<file path="config.mk">
export PLATFORM = sky130hd
export DESIGN_NAME = serial_magnitude_comparator_flat
export DESIGN_NICKNAME = d
export VERILOG_FILES = /design/src/rtl/serial_magnitude_comparator_if.sv /design/src/rtl/serial_magnitude_comparator.sv /design/src/flat_wrapper.sv
export SDC_FILE = /design/constraint.sdc
export NUM_CORES = 1
export LEC_CHECK = 0
export ABC_CLOCK_PERIOD_IN_PS = 3150
export BUFFER_PORTS_ARGS = -buffer_cell sky130_fd_sc_hd__buf_2
export CORE_AREA = 2 2 92 94
export CTS_CLUSTER_DIAMETER = 50
export DETAILED_ROUTE_END_ITERATION = 8
export DIE_AREA = 0 0 94 96
export PLACE_DENSITY = 0.68
export SLEW_MARGIN = 30
export SYNTH_ARGS = -nofsm -noshare
export SYNTH_HDL_FRONTEND = slang
export SYNTH_SLANG_ARGS = --single-unit
</file>
<file path="constraint.sdc">
create_clock -name clk -period 3.15 [get_ports clk]
set_input_delay 0.315 -clock clk [delete_from_list [all_inputs] [get_ports clk]]
set_output_delay 0.315 -clock clk [all_outputs]
set_load 0.005 [all_outputs]
</file>
<file path="src/rtl/serial_magnitude_comparator_if.sv">
// Operand/result handshake bundle for serial_magnitude_comparator.
// The master offers operands and consumes results; the slave is the comparator.
interface serial_magnitude_comparator_if #(
  parameter int WIDTH = 32,
  parameter int CHUNK = 4
);
  localparam int NCH = WIDTH / CHUNK;
  localparam int CW  = $clog2(NCH + 1);

  logic             in_valid;
  logic             in_ready;
  logic [WIDTH-1:0] a;
  logic [WIDTH-1:0] b;
  logic [2:0]       op;
  logic             is_signed;
  logic             out_valid;
  logic             out_ready;
  logic             result;
  logic             out_err;
  logic [CW-1:0]    out_cycles;

  modport master (
    output in_valid, a, b, op, is_signed, out_ready,
    input  in_ready, out_valid, result, out_err, out_cycles
  );

  modport slave (
    input  in_valid, a, b, op, is_signed, out_ready,
    output in_ready, out_valid, result, out_err, out_cycles
  );
endinterface

</file>
<file path="src/rtl/serial_magnitude_comparator.sv">
// Multi-cycle magnitude comparator: scans operands CHUNK bits per cycle, MSB first,
// and reports whether (a op b) holds, signed or unsigned.
module serial_magnitude_comparator #(
  parameter int WIDTH      = 32,
  parameter int CHUNK      = 4,
  parameter int EARLY_EXIT = 1
) (
  input  logic                          clk,
  input  logic                          rst,
  serial_magnitude_comparator_if.slave  bus
);
  localparam int NCH = WIDTH / CHUNK;
  localparam int CW  = $clog2(NCH + 1);
  localparam logic [CW-1:0] LAST_IDX = CW'(NCH - 1);

  typedef enum logic [1:0] {IDLE, BUSY, DONE} state_t;
  typedef enum logic [1:0] {REL_EQ, REL_LT, REL_GT} rel_t;

  state_t           state_q, state_d;
  logic [WIDTH-1:0] a_p0, b_p0;
  logic [2:0]       op_p0;
  rel_t             rel_p0, rel_d;
  logic [CW-1:0]    idx_p0;
  logic [CHUNK-1:0] ca, cb;
  logic [WIDTH-1:0] sflip;
  logic             accept, last, res_d, err_d;
  logic             result_q, err_q;
  logic [CW-1:0]    cyc_q;

  function automatic rel_t chunk_rel(input logic [CHUNK-1:0] x, input logic [CHUNK-1:0] y);
    if (x < y) return REL_LT;
    if (x > y) return REL_GT;
    return REL_EQ;
  endfunction

  // Returns {err, result}; reserved opcodes report an error with result 0.
  function automatic logic [1:0] eval_op(input rel_t r, input logic [2:0] op);
    case (op)
      3'd0:    return {1'b0, r == REL_EQ};
      3'd1:    return {1'b0, r != REL_EQ};
      3'd2:    return {1'b0, r == REL_LT};
      3'd3:    return {1'b0, r != REL_GT};
      3'd4:    return {1'b0, r == REL_GT};
      3'd5:    return {1'b0, r != REL_LT};
      default: return 2'b10;
    endcase
  endfunction

  // Flipping the sign bit maps two's-complement order onto unsigned order.
  assign sflip  = {bus.is_signed, {(WIDTH-1){1'b0}}};
  assign accept = bus.in_valid && (state_q == IDLE);
  assign ca     = a_p0[WIDTH-1 -: CHUNK];
  assign cb     = b_p0[WIDTH-1 -: CHUNK];

  assign bus.in_ready   = (state_q == IDLE);
  assign bus.out_valid  = (state_q == DONE);
  assign bus.result     = result_q;
  assign bus.out_err    = err_q;
  assign bus.out_cycles = cyc_q;

  always_comb begin
    state_d        = state_q;
    rel_d          = (rel_p0 == REL_EQ) ? chunk_rel(ca, cb) : rel_p0;
    last           = (idx_p0 == LAST_IDX) || ((EARLY_EXIT != 0) && (rel_d != REL_EQ));
    {err_d, res_d} = eval_op(rel_d, op_p0);
    case (state_q)
      IDLE:    if (accept) state_d = BUSY;
      BUSY:    if (last) state_d = DONE;
      DONE:    if (bus.out_ready) state_d = IDLE;
      default: state_d = IDLE;
    endcase
  end

  always_ff @(posedge clk) begin
    if (rst) begin
      state_q  <= IDLE;
      result_q <= 1'b0;
      err_q    <= 1'b0;
      cyc_q    <= '0;
    end else begin
      state_q <= state_d;
      if (state_q == BUSY && last) begin
        result_q <= res_d;
        err_q    <= err_d;
        cyc_q    <= idx_p0 + CW'(1);
      end
    end
  end

  // p0: latched operands shift left so the chunk under test is always at the top.
  always_ff @(posedge clk) begin
    if (accept) begin
      a_p0   <= bus.a ^ sflip;
      b_p0   <= bus.b ^ sflip;
      op_p0  <= bus.op;
      rel_p0 <= REL_EQ;
      idx_p0 <= '0;
    end else if (state_q == BUSY) begin
      a_p0   <= a_p0 << CHUNK;
      b_p0   <= b_p0 << CHUNK;
      rel_p0 <= rel_d;
      idx_p0 <= idx_p0 + CW'(1);
    end
  end
endmodule

</file>
<file path="src/flat_wrapper.sv">
// flat-port wrapper written by rule: the top's interface ports become plain ports
module serial_magnitude_comparator_flat 
#(
  parameter int WIDTH      = 32,
  parameter int CHUNK      = 4,
  parameter int EARLY_EXIT = 1
)
  (clk, rst, bus_in_valid, bus_a, bus_b, bus_op, bus_is_signed, bus_out_ready, bus_in_ready, bus_out_valid, bus_result, bus_out_err, bus_out_cycles);
  serial_magnitude_comparator_if #(.WIDTH(WIDTH), .CHUNK(CHUNK)) bus_i ();
  input  logic clk;
  input  logic rst;
  input wire logic [$bits(bus_i.in_valid)-1:0] bus_in_valid;
  input wire logic [$bits(bus_i.a)-1:0] bus_a;
  input wire logic [$bits(bus_i.b)-1:0] bus_b;
  input wire logic [$bits(bus_i.op)-1:0] bus_op;
  input wire logic [$bits(bus_i.is_signed)-1:0] bus_is_signed;
  input wire logic [$bits(bus_i.out_ready)-1:0] bus_out_ready;
  output wire logic [$bits(bus_i.in_ready)-1:0] bus_in_ready;
  output wire logic [$bits(bus_i.out_valid)-1:0] bus_out_valid;
  output wire logic [$bits(bus_i.result)-1:0] bus_result;
  output wire logic [$bits(bus_i.out_err)-1:0] bus_out_err;
  output wire logic [$bits(bus_i.out_cycles)-1:0] bus_out_cycles;
  assign bus_i.in_valid = bus_in_valid;
  assign bus_i.a = bus_a;
  assign bus_i.b = bus_b;
  assign bus_i.op = bus_op;
  assign bus_i.is_signed = bus_is_signed;
  assign bus_i.out_ready = bus_out_ready;
  assign bus_in_ready = bus_i.in_ready;
  assign bus_out_valid = bus_i.out_valid;
  assign bus_result = bus_i.result;
  assign bus_out_err = bus_i.out_err;
  assign bus_out_cycles = bus_i.out_cycles;
  serial_magnitude_comparator #(.WIDTH(WIDTH), .CHUNK(CHUNK), .EARLY_EXIT(EARLY_EXIT)) u_core (.clk(clk), .rst(rst), .bus(bus_i));
endmodule
</file>
==> flow_metrics.env <==
export IMPL_die_w_um=94
export IMPL_r2r_cells=7
export IMPL_crit_buf_inv=0
export IMPL_dieHeight_um=96
export IMPL_fp_coreArea_um2=8050
export IMPL_finalClockSkew_ps=8.68
export IMPL_rrSetupSlack_ps=730
export IMPL_grt_pass1_vias=2488
export IMPL_ys_seq_elements=81
export IMPL_postCtsHoldBufs=0
export IMPL_dp_cells=522
export IMPL_final_hold_viol_count=0
export IMPL_yosysWarnings=0
export IMPL_outcome="finished clean"
export IMPL_p_total_uw=2450
export IMPL_first_pass_iters=4
export IMPL_slew_headroom_pct=43.1
export IMPL_syn_area_per_cell_um2=10.1
export IMPL_synth_seq_area_share_pct=64.4
export IMPL_period_share_pct=76.8
export IMPL_hold_class="input port to register"
export IMPL_fin_hold_ws_ps=143
export IMPL_cap_violations=0
export IMPL_setup_viol=0
export IMPL_grt_setup_unrepaired="false"
export IMPL_fmax_mhz=413
export IMPL_leakage_uw=0.00191
export IMPL_finalSetupTns_ps=0
export IMPL_grt_max_degree=66
export IMPL_cts_setup_buffers=0
export IMPL_area_growth_pct=18.1
export IMPL_clockBufferDepth=2
export IMPL_drt_wl_total_um=6770
export IMPL_synthCells=352
export IMPL_cp_start_kind="register"
export IMPL_fin_area_um2=4200
export IMPL_critPathSlowestCell="a21oi_1"
export IMPL_cp_arrival_ps=2640
export IMPL_hold_depth=1
export IMPL_whs_endpoint="u_core.op_p0[2]"
export IMPL_wire_per_inst_um=12.6
export IMPL_worstSetupEndpointType="register"
export IMPL_vias=2579
export IMPL_clk_latency_ps=340
export IMPL_grt_overflow=0
export IMPL_viasPerCell=4.79
export IMPL_cp_required_ps=3370
export IMPL_syn_cell_area_um2=3560
export IMPL_drc=0
export IMPL_layout_nets=505
export IMPL_dp_hpwl_um=4390
export IMPL_clkSinkCount=81
export IMPL_grt_antenna_before_repair=0
export IMPL_irDropWorstVdd_mv=0.281
export IMPL_crit_fanout=11
export IMPL_pin_count=80
export IMPL_tritoncts="done"
export IMPL_critPathKind="register to register"
export IMPL_cpLargestDelayFamily="compound AO/OA/AOI/OAI gates"
export IMPL_root_buffer="clkbuf_8"
export IMPL_antenna_cells=0
export IMPL_path_clk_slew_ps=80
export IMPL_ctsResizeCount=0
export IMPL_cts_buffers=9
export IMPL_die_area_um2=9020
export IMPL_timing_rr_start="u_core.a_p0[29]"
export IMPL_slew_violations=0
export IMPL_rr_endpoint="u_core.bus.result"
export IMPL_synth_cell_types=33
export IMPL_start_util_pct=44.2
export IMPL_port_buffers=79
export IMPL_final_instance_count_excl_fill=538
export IMPL_drive_gt1_share_pct=23.6
export IMPL_crit_chain="ha_1 -> nor2b_1 -> o211ai_1 -> a21oi_4 -> a21oi_1 -> o31a_1 -> a311oi_1"
export IMPL_htreeDepth=3
export IMPL_placed_area_um2=4030
export IMPL_min_delay_start="bus_op[2]"
export IMPL_gp_congestion=0.778
export IMPL_max_stage_delay_ps=690
export IMPL_rows=33
export IMPL_worstMarginPinSlew_ps=853
export IMPL_synth_nets=429
export IMPL_powerDensity_nw_per_um2=582
export IMPL_drt_iter0_drc=83
export IMPL_finalCriticalPeriod_ps=2420
export IMPL_grtUsageTotal_pct=15.9
export IMPL_ant_nets=0
export IMPL_grt_pass1_wl_um=11000
-- cells in the mapped netlist --
| library cell | n | share of area [%] |
|---|---|---|
| nor2b_1 | 5 | 0.88 |
| ha_1 | 5 | 1.8 |
| and3b_2 | 1 | 0.28 |
| a211oi_1 | 4 | 0.84 |
| xnor2_1 | 4 | 0.98 |
| and3_1 | 8 | 1.4 |
| nand2b_1 | 3 | 0.53 |
| o31a_1 | 1 | 0.25 |
| or3_4 | 1 | 0.32 |
| nand4_2 | 1 | 0.35 |
| inv_1 | 8 | 0.84 |
| o21ai_0 | 10 | 1.4 |
| nand2_1 | 171 | 18 |
| buf_1 | 1 | 0.11 |
| nand3_1 | 4 | 0.56 |
| xor2_1 | 1 | 0.25 |
| a21oi_4 | 1 | 0.46 |
| nor3_1 | 1 | 0.14 |
| buf_2 | 3 | 0.42 |
| o211ai_1 | 2 | 0.42 |
| mux2i_1 | 2 | 0.56 |
| a31oi_1 | 2 | 0.35 |
| nand3b_1 | 1 | 0.21 |
| a311oi_1 | 1 | 0.25 |
| a21boi_0 | 1 | 0.21 |
| buf_6 | 1 | 0.32 |
| dfxtp_1 | 14 | 7.9 |
| nor2_1 | 10 | 1.1 |
| nor3b_1 | 1 | 0.21 |
| clkbuf_1 | 10 | 1.1 |
| a21oi_1 | 6 | 0.84 |
| edfxtp_1 | 67 | 57 |
| clkdlybuf4s25_2 | 1 | 0.28 |
-- through the flow --
| step | setup WS, ps | util [%] |
|---|---|---|
| global route | 579 | 52.2 |
| global placement | 876 | 50.1 |
| finish | 731 | 52.2 |
| CTS | 744 | 52.2 |
| floorplan | 329 | - |
| detailed placement | 747 | 50.1 |
-- cell usage in the layout (no fill, tap or decap), types with 2 or more instances in the layout --
| master | count |
|---|---|
| nand2_1 | 169 |
| buf_2 | 79 |
| edfxtp_1 | 67 |
| dfxtp_1 | 14 |
| nor2_1 | 10 |
| o21ai_0 | 10 |
| clkbuf_8 | 9 |
| and3_1 | 8 |
| inv_1 | 7 |
| a21oi_1 | 6 |
| nor2b_1 | 5 |
| ha_1 | 5 |
| xnor2_1 | 4 |
| a211oi_1 | 4 |
| nand3_1 | 4 |
| nand2b_1 | 3 |
| clkinv_2 | 2 |
| o211ai_1 | 2 |
| mux2i_1 | 2 |
| a31oi_1 | 2 |
| clkinv_4 | 2 |
| buf_4 | 2 |
-- worst max-delay path by stage --
stage                                  from           endpoint  slack (ps)  cells past startpoint
after CTS                   u_core.a_p0[29]  u_core.bus.result         740                      7
after detailed placement    u_core.a_p0[29]  u_core.bus.result         750                      7
final                       u_core.a_p0[29]  u_core.bus.result         730                      7
after global routing      u_core.state_q[0]    u_core.b_p0[29]         580                      6
after global placement      u_core.a_p0[29]  u_core.bus.result         880                      7
after floorplan           u_core.state_q[0]   u_core.idx_p0[2]         330                      6
-- where the power goes --
group / switching [uW] / internal, uW / leakage (uW)
clock network: 384 / 288 / 0.0000843
logic: 235 / 146 / 0.00104
registers: 49.9 / 1340 / 0.000779
-- worst register-to-register path: cells and delay by family (launching register included) --
family | cells | cell delay, ps
compound gates | 5 | 1460
fa+ha+maj | 1 | 320
flops | 1 | 380
simple gates | 1 | 140
-- flip-flops by register name, indices dropped and copies added (netlist names) --
name,flops
u_core.a_p0,32
u_core.state_q,2
u_core.b_p0,32
u_core.idx_p0,4
u_core.bus.result,1
u_core.rel_p0,2
u_core.bus.out_cycles,4
u_core.bus.out_err,1
u_core.op_p0,3
-- cell families after synthesis --
kind of cell	synth area share (%)
compound gates	5.03
xor+xnor	1.23
fa+ha+maj	1.76
buf+inv	3.02
flops	64.4
mux	0.563
simple gates	24.0
-- per-layer routing --
metal	share of wire (%)	up-vias	GRT usage (%)	routed length (um)
li1	-	1325	-	-
met1	43	1171	19.1	2920
met2	49	76	27.7	3310
met3	7.0	7	4.93	476
met4	1.0	0	4.35	71
met5	0	-	0	0
-- final cells by class --
class,count,area (um^2)
repair buffers,81,410
well taps,105,131
inverters,8,31.3
clock inverters,6,42.5
clock buffers,10,128
flip-flops and latches,81,2290
multi-input cells,247,1170
fillers,773,3850
Power figures use the tool's default switching activity.
